`config.mk`:
```
export PLATFORM = sky130hd
export DESIGN_NAME = fir_out_sink
export DESIGN_NICKNAME = d
export VERILOG_FILES = /design/src/rtl/fir_out_sink.sv
export SDC_FILE = /design/constraint.sdc
export NUM_CORES = 1
export LEC_CHECK = 0
export CORE_MARGIN = 2
export CORE_UTILIZATION = 55
export DETAILED_ROUTE_END_ITERATION = 8
export PLACE_DENSITY = 0.84
export SLEW_MARGIN = 10
export SYNTH_ARGS = -nofsm -noshare
export SYNTH_HDL_FRONTEND = slang
export SYNTH_SLANG_ARGS = --single-unit
```
`constraint.sdc`:
```
create_clock -name clk -period 2.25 [get_ports clk]
set_input_delay 0.45 -clock clk [delete_from_list [all_inputs] [get_ports clk]]
set_output_delay 0.45 -clock clk [all_outputs]
set_load 0.1 [all_outputs]
```
`src/rtl/fir_out_sink.sv`:
```
// Capture buffer after the FIR: a contiguous din_st burst is stored, then served to a reader (optional peak via SINK_PEAK_EN).
// Latency: a sample is in memory on the edge it is accepted; rd_data/rd_valid follow an accepted rd_en by one cycle.
// Backpressure: none; din_st while holding is dropped and flagged in sticky ovf, rd_en outside HOLD is ignored.
module fir_out_sink #(
  parameter int DW    = 16,
  parameter int DEPTH = 16,
  parameter int AW    = 4
) (
  input  logic          clk,
  input  logic          rst,
  input  logic          clr,
  input  logic          din_st,
  input  logic [DW-1:0] din,
  input  logic          rd_en,
  output logic [DW-1:0] rd_data,
  output logic          rd_valid,
  output logic          done,
  output logic [AW:0]   count,
  output logic          ovf
`ifdef SINK_PEAK_EN
  ,
  output logic [DW-1:0] peak
`endif
);

  typedef enum logic [1:0] {
    IDLE = 2'd0,
    CAP  = 2'd1,
    HOLD = 2'd2
  } state_t;

  localparam logic [AW:0] FULL = (AW+1)'(DEPTH);

  state_t        state, state_nxt;
  logic          wr_en;
  logic          rd_acc;
  logic [AW-1:0] wr_ptr;
  logic [AW-1:0] rd_ptr;
  logic [AW:0]   count_inc;
  logic [AW:0]   rd_ptr_inc;
  logic [DW-1:0] mem [DEPTH];

  assign count_inc  = count + 1'b1;
  assign rd_ptr_inc = {1'b0, rd_ptr} + 1'b1;

  always_ff @(posedge clk or negedge rst) begin
    if (!rst) state <= IDLE;
    else      state <= state_nxt;
  end

  // IDLE and CAP write identically: count and wr_ptr are both 0 on entry to IDLE.
  always_comb begin
    state_nxt = state;
    wr_en     = 1'b0;
    rd_acc    = 1'b0;
    if (clr) begin
      state_nxt = IDLE;
    end else begin
      case (state)
        IDLE, CAP: begin
          if (din_st) begin
            wr_en     = 1'b1;
            state_nxt = (count_inc == FULL) ? HOLD : CAP;
          end else if (state == CAP) begin
            state_nxt = HOLD;
          end
        end
        HOLD: rd_acc = rd_en;
        default: state_nxt = IDLE;
      endcase
    end
  end

  always_ff @(posedge clk) begin
    if (wr_en) mem[wr_ptr] <= din;
  end

  always_ff @(posedge clk or negedge rst) begin
    if (!rst) begin
      rd_data  <= '0;
      rd_valid <= 1'b0;
      done     <= 1'b0;
      count    <= '0;
      ovf      <= 1'b0;
      wr_ptr   <= '0;
      rd_ptr   <= '0;
    end else if (clr) begin
      rd_valid <= 1'b0;
      done     <= 1'b0;
      count    <= '0;
      ovf      <= 1'b0;
      wr_ptr   <= '0;
      rd_ptr   <= '0;
    end else begin
      done     <= (state_nxt == HOLD);
      rd_valid <= rd_acc;
      if (wr_en) begin
        count  <= count_inc;
        wr_ptr <= wr_ptr + 1'b1;
      end
      if (state == HOLD && din_st) ovf <= 1'b1;
      if (rd_acc) begin
        rd_data <= mem[rd_ptr];
        rd_ptr  <= (rd_ptr_inc == count) ? '0 : rd_ptr_inc[AW-1:0];
      end
    end
  end

`ifdef SINK_PEAK_EN
  localparam logic [DW:0]   MAX_W = (DW+1)'((2 ** (DW-1)) - 1);
  localparam logic [DW-1:0] MAX_P = MAX_W[DW-1:0];

  logic [DW:0]   din_ext;
  logic [DW:0]   abs_w;
  logic [DW-1:0] din_abs;

  // |-2^(DW-1)| does not fit in DW signed bits, so it clamps to the positive max.
  assign din_ext = {din[DW-1], din};
  assign abs_w   = din[DW-1] ? (~din_ext + 1'b1) : din_ext;
  assign din_abs = (abs_w > MAX_W) ? MAX_P : abs_w[DW-1:0];

  always_ff @(posedge clk or negedge rst) begin
    if (!rst)                          peak <= '0;
    else if (clr)                      peak <= '0;
    else if (wr_en && din_abs > peak)  peak <= din_abs;
  end
`endif

endmodule

```
==> summary.md <==
| Metric | Value |
|---|---|
| Initial antenna violation count | 0 |
| P_leak | 4.45 nW |
| HPWL Detailed | approximately 16,000 µm |
| Worst skew pair latency | about 550 ps |
| #FFs+latches synth | 290 |
| Largest cells by area after synthesis | edfxtp_1 (66%), dfrtp_1 (7.4%), mux4_2 (6.2%) |
| H-Tree Depth | 1 |
| First-pass GRT wire length | 38,400 µm |
| Final min period | ~2200 ps |
| Post-Route M1 WL | 9710 µm |
| Failing checks | hold timing |
| Part of the power in combinational logic | 9.5% |
| Number of vias per cell | 6.21 |
| PwrDens | 861 mW/mm² |
| Worst Setup Start Kind | flop |
| Largest stage delay, worst path | 500 ps |
| WP data required | 2680 ps |
| Final WS setup | 61.6 ps |
| GP Congestion | slightly below 0.9 |
| CP Cell Sequence | buf_12 -> buf_4 -> mux2_1 -> o22ai_1 -> nor3_1 -> buf_4 -> a221o_1 |
| Syn_area_per_cell | approximately 18 µm² |
| Post-synth top area share | ~66% |
| Clock transition at path regs | 60 ps |
| CTS resizes | 0 |
| Setup-failing EPs final | 0 |
| Layout cells sized above 1 | 24.3% |
| Clk sink count | 290 |
| # nets final | 753 |
| Final WL | 25,500 µm |
| Post-synth EDFFs | 256 |
| Xor/xnor share of the synthesized area | less than 1% |
| RSZ-0062 raised after global routing | no |
| Pint | 8.79 mW |
| # Post-CTS Setup Buffers | 0 |
| Clock buffer depth | 3 |
| Endpoint arrival time on the critical path | about 2600 ps |
| Drc violations | 0 |
| Unique cell type count in the Yosys netlist | 40 |
| Wire length on met2 | 13,100 µm |
| Pre-CTS setup slack | -148 ps |
| Most area-hungry cell type in the Yosys netlist | edfxtp_1 |
| Post-synthesis compound-gate area fraction | between 5 and 6% |
| Fin Clk Skew | 17.0 ps |
| P_sw | 2.77 mW |
| CP Class | flop to flop |
| Seq/Total Area, Yosys | 73.8% |
| Router iterations before antenna repair | 6 |
| Met3 WL post-DR | about 2200 µm |
| Max IR drop VDD | 0.563 mV |
| CP max FO | 32 |
| Slew margin rel. | around 46% |
| Die height | 149 µm |
| Post-synth top flop | edfxtp_1 |
| Num ports | 45 |
| Number of global-route vias before repair | ~6,500 |
| Sequential share of power | between 50 and 60% |
| Crit share post-route | a little over nine tenths |
| Core Footprint | roughly 0.021 mm² |
| Post-Syn Instances | 643 |
| Total track usage | about a quarter |
| DR vias | 6,331 |
| Combinational family with the most area after synthesis | multiplexers |
| Sw frac | 24.0% |
| Setup TNS | 0 ps |
| Initial Util | 55.6% |
| Post-Syn Nets | 671 |
| Fin. max-slew vios | 0 |
| Area growth syn-to-layout | 16.1% |
| Asr flop ratio synth | 11.7% |
| Maxcap violations | 0 |
| Worst reg-to-reg setup slack | 60 ps |
| Ys Warns | 0 |
| Worst hold margin | -2.16 ps |
| DIE AREA | 0.0222 mm² |
| Hold Fails Final Rpt | 2 |
| PortBufs | 44 |
| CTS tree | built |
| Post-synthesis adder-cell area fraction | 0.757% |
| Post-CTS Hold Buffers | 0 |
| Post-Synth Simple-Gate Area | 3.33% |
| Crit-path slowest cell | dfrtp_4 |
| Mux cell area share after synthesis | ~14% |
| Status | finished with violations |
| Grt ovf | 0 |
| Number of antenna diodes | 0 |
| CP dominant cell by count | buf_4 |
| Rows | 53 |
| Synthesized area | 0.0116 mm² |
| Fin util | 64.5% |
| Root buffer cell | clkbuf_16 |
| Fmax | 457 MHz |
| DR iter-0 viols | around 800 |
| Die Wd | ~150 µm |
| Largest net degree at the start of global routing | 83 |
| Slew @ Worst Pin | 816 ps |
| CP Capture Type | flop |
| TritonCTS Buffers | 27 |
| Power share of the clock group | between 30% and 40% |
| Top sig layer | met4 |
| ANT nets after route | 0 |
| WL/cell | 25.0 µm |
| Hold/Removal Path Class | input port to async pin |
-- final timing paths --
path	startpoint	to	depth (start not counted)
max	rd_ptr[0]	rd_data[8]	7
min	rst	rd_data[8]	1
max reg2reg	rd_ptr[0]	rd_data[8]	7
min in group clk	rd_data[9]	rd_data[9]	2
min reg2reg	rd_data[9]	rd_data[9]	2
max in group asynchronous	rst	rd_ptr[0]	1
-- cell families after synthesis --
kind of cell             count (synthesis)
AO/OA/AOI/OAI                          102
flip-flops                             290
multiplexers                           114
XOR/XNOR                                11
buffers and inverters                   39
AND/OR/NAND/NOR                         80
adder cells (fa/ha/maj)                  7
-- cells in the mapped netlist, drive strengths merged, types with 2 or more instances --
library cell / number
nand3: 3
a21oi: 30
mux2: 43
mux2i: 39
o21ai: 17
dfrtp: 34
buf: 17
a221o: 12
mux4: 32
nor2: 32
nor2b: 8
xnor2: 4
nor3: 15
o22ai: 16
edfxtp: 256
ha: 7
clkbuf: 18
nand2: 10
a2111oi: 2
inv: 4
nand2b: 3
o31ai: 6
xor2: 7
o21bai: 16
nand4: 4
-- final cells by class --
class | count | area, µm²
Inverter | 4 | 15.0
Fill cell | 1349 | 7390
Clock buffer | 33 | 698
Sequential cell | 290 | 8550
Timing Repair Buffer | 88 | 831
Multi-Input combinational cell | 314 | 2850
Clock inverter | 15 | 148
Tap cell | 275 | 344
-- stage by stage --
step | hold WS (ps) | std cells | power, mW | cell area [µm²]
6_report | -2.16 | 1019 | 11.6 | 13400
5_1_grt | 61.3 | 1019 | 11.9 | 13400
4_1_cts | 8.03 | 1018 | 11.6 | 13400
3_5_place_dp | 510 | 970 | 7.25 | 12600
3_3_place_gp | 489 | 970 | 7.22 | 12600
2_1_floorplan | 154 | 643 | 6.89 | 11600
-- power groups by stage --
stage          Clock, mW  Sequential, mW  Combinational (mW)
2_1_floorplan          0            6.66               0.234
3_3_place_gp           0            6.16                1.06
3_5_place_dp           0            6.16                1.09
4_1_cts             4.46            6.05                1.10
5_1_grt             4.64            6.06                1.15
6_report            4.41            6.05                1.10
-- state kept, by name, summed over array words and instances, names as in the netlist --
register  cells
rd_valid      1
done          1
count         5
ovf           1
state         2
rd_ptr        4
rd_data      16
mem         256
wr_ptr        4
-- placed cells by master, fill, tap and decap left out, drive strengths merged, types with 17 or more instances in the layout --
cell and count:
mux2 43, buf 68, mux2i 39, o21ai 17, clkdlybuf4s50 19, clkbuf 34
dfrtp 34, a21oi 30, edfxtp 256, mux4 32, nor2 32
-- routing by layer --
metal | global-route usage, % | vias up
li1 | - | 2719
met1 | 31.2 | 3209
met2 | 40.2 | 358
met3 | 3.61 | 45
met4 | 6.76 | 0
met5 | 0 | -
-- worst max-delay path, delay by kind of cell (launching register included) --
| kind | cells | cell delay (ps) |
|---|---|---|
| AOI/OAI and AO/OA | 2 | 440 |
| and+or+nand+nor | 1 | 90 |
| DFF | 1 | 500 |
| muxes | 1 | 380 |
| buffers and inverters | 3 | 650 |
(Power assumes the default switching activity.)
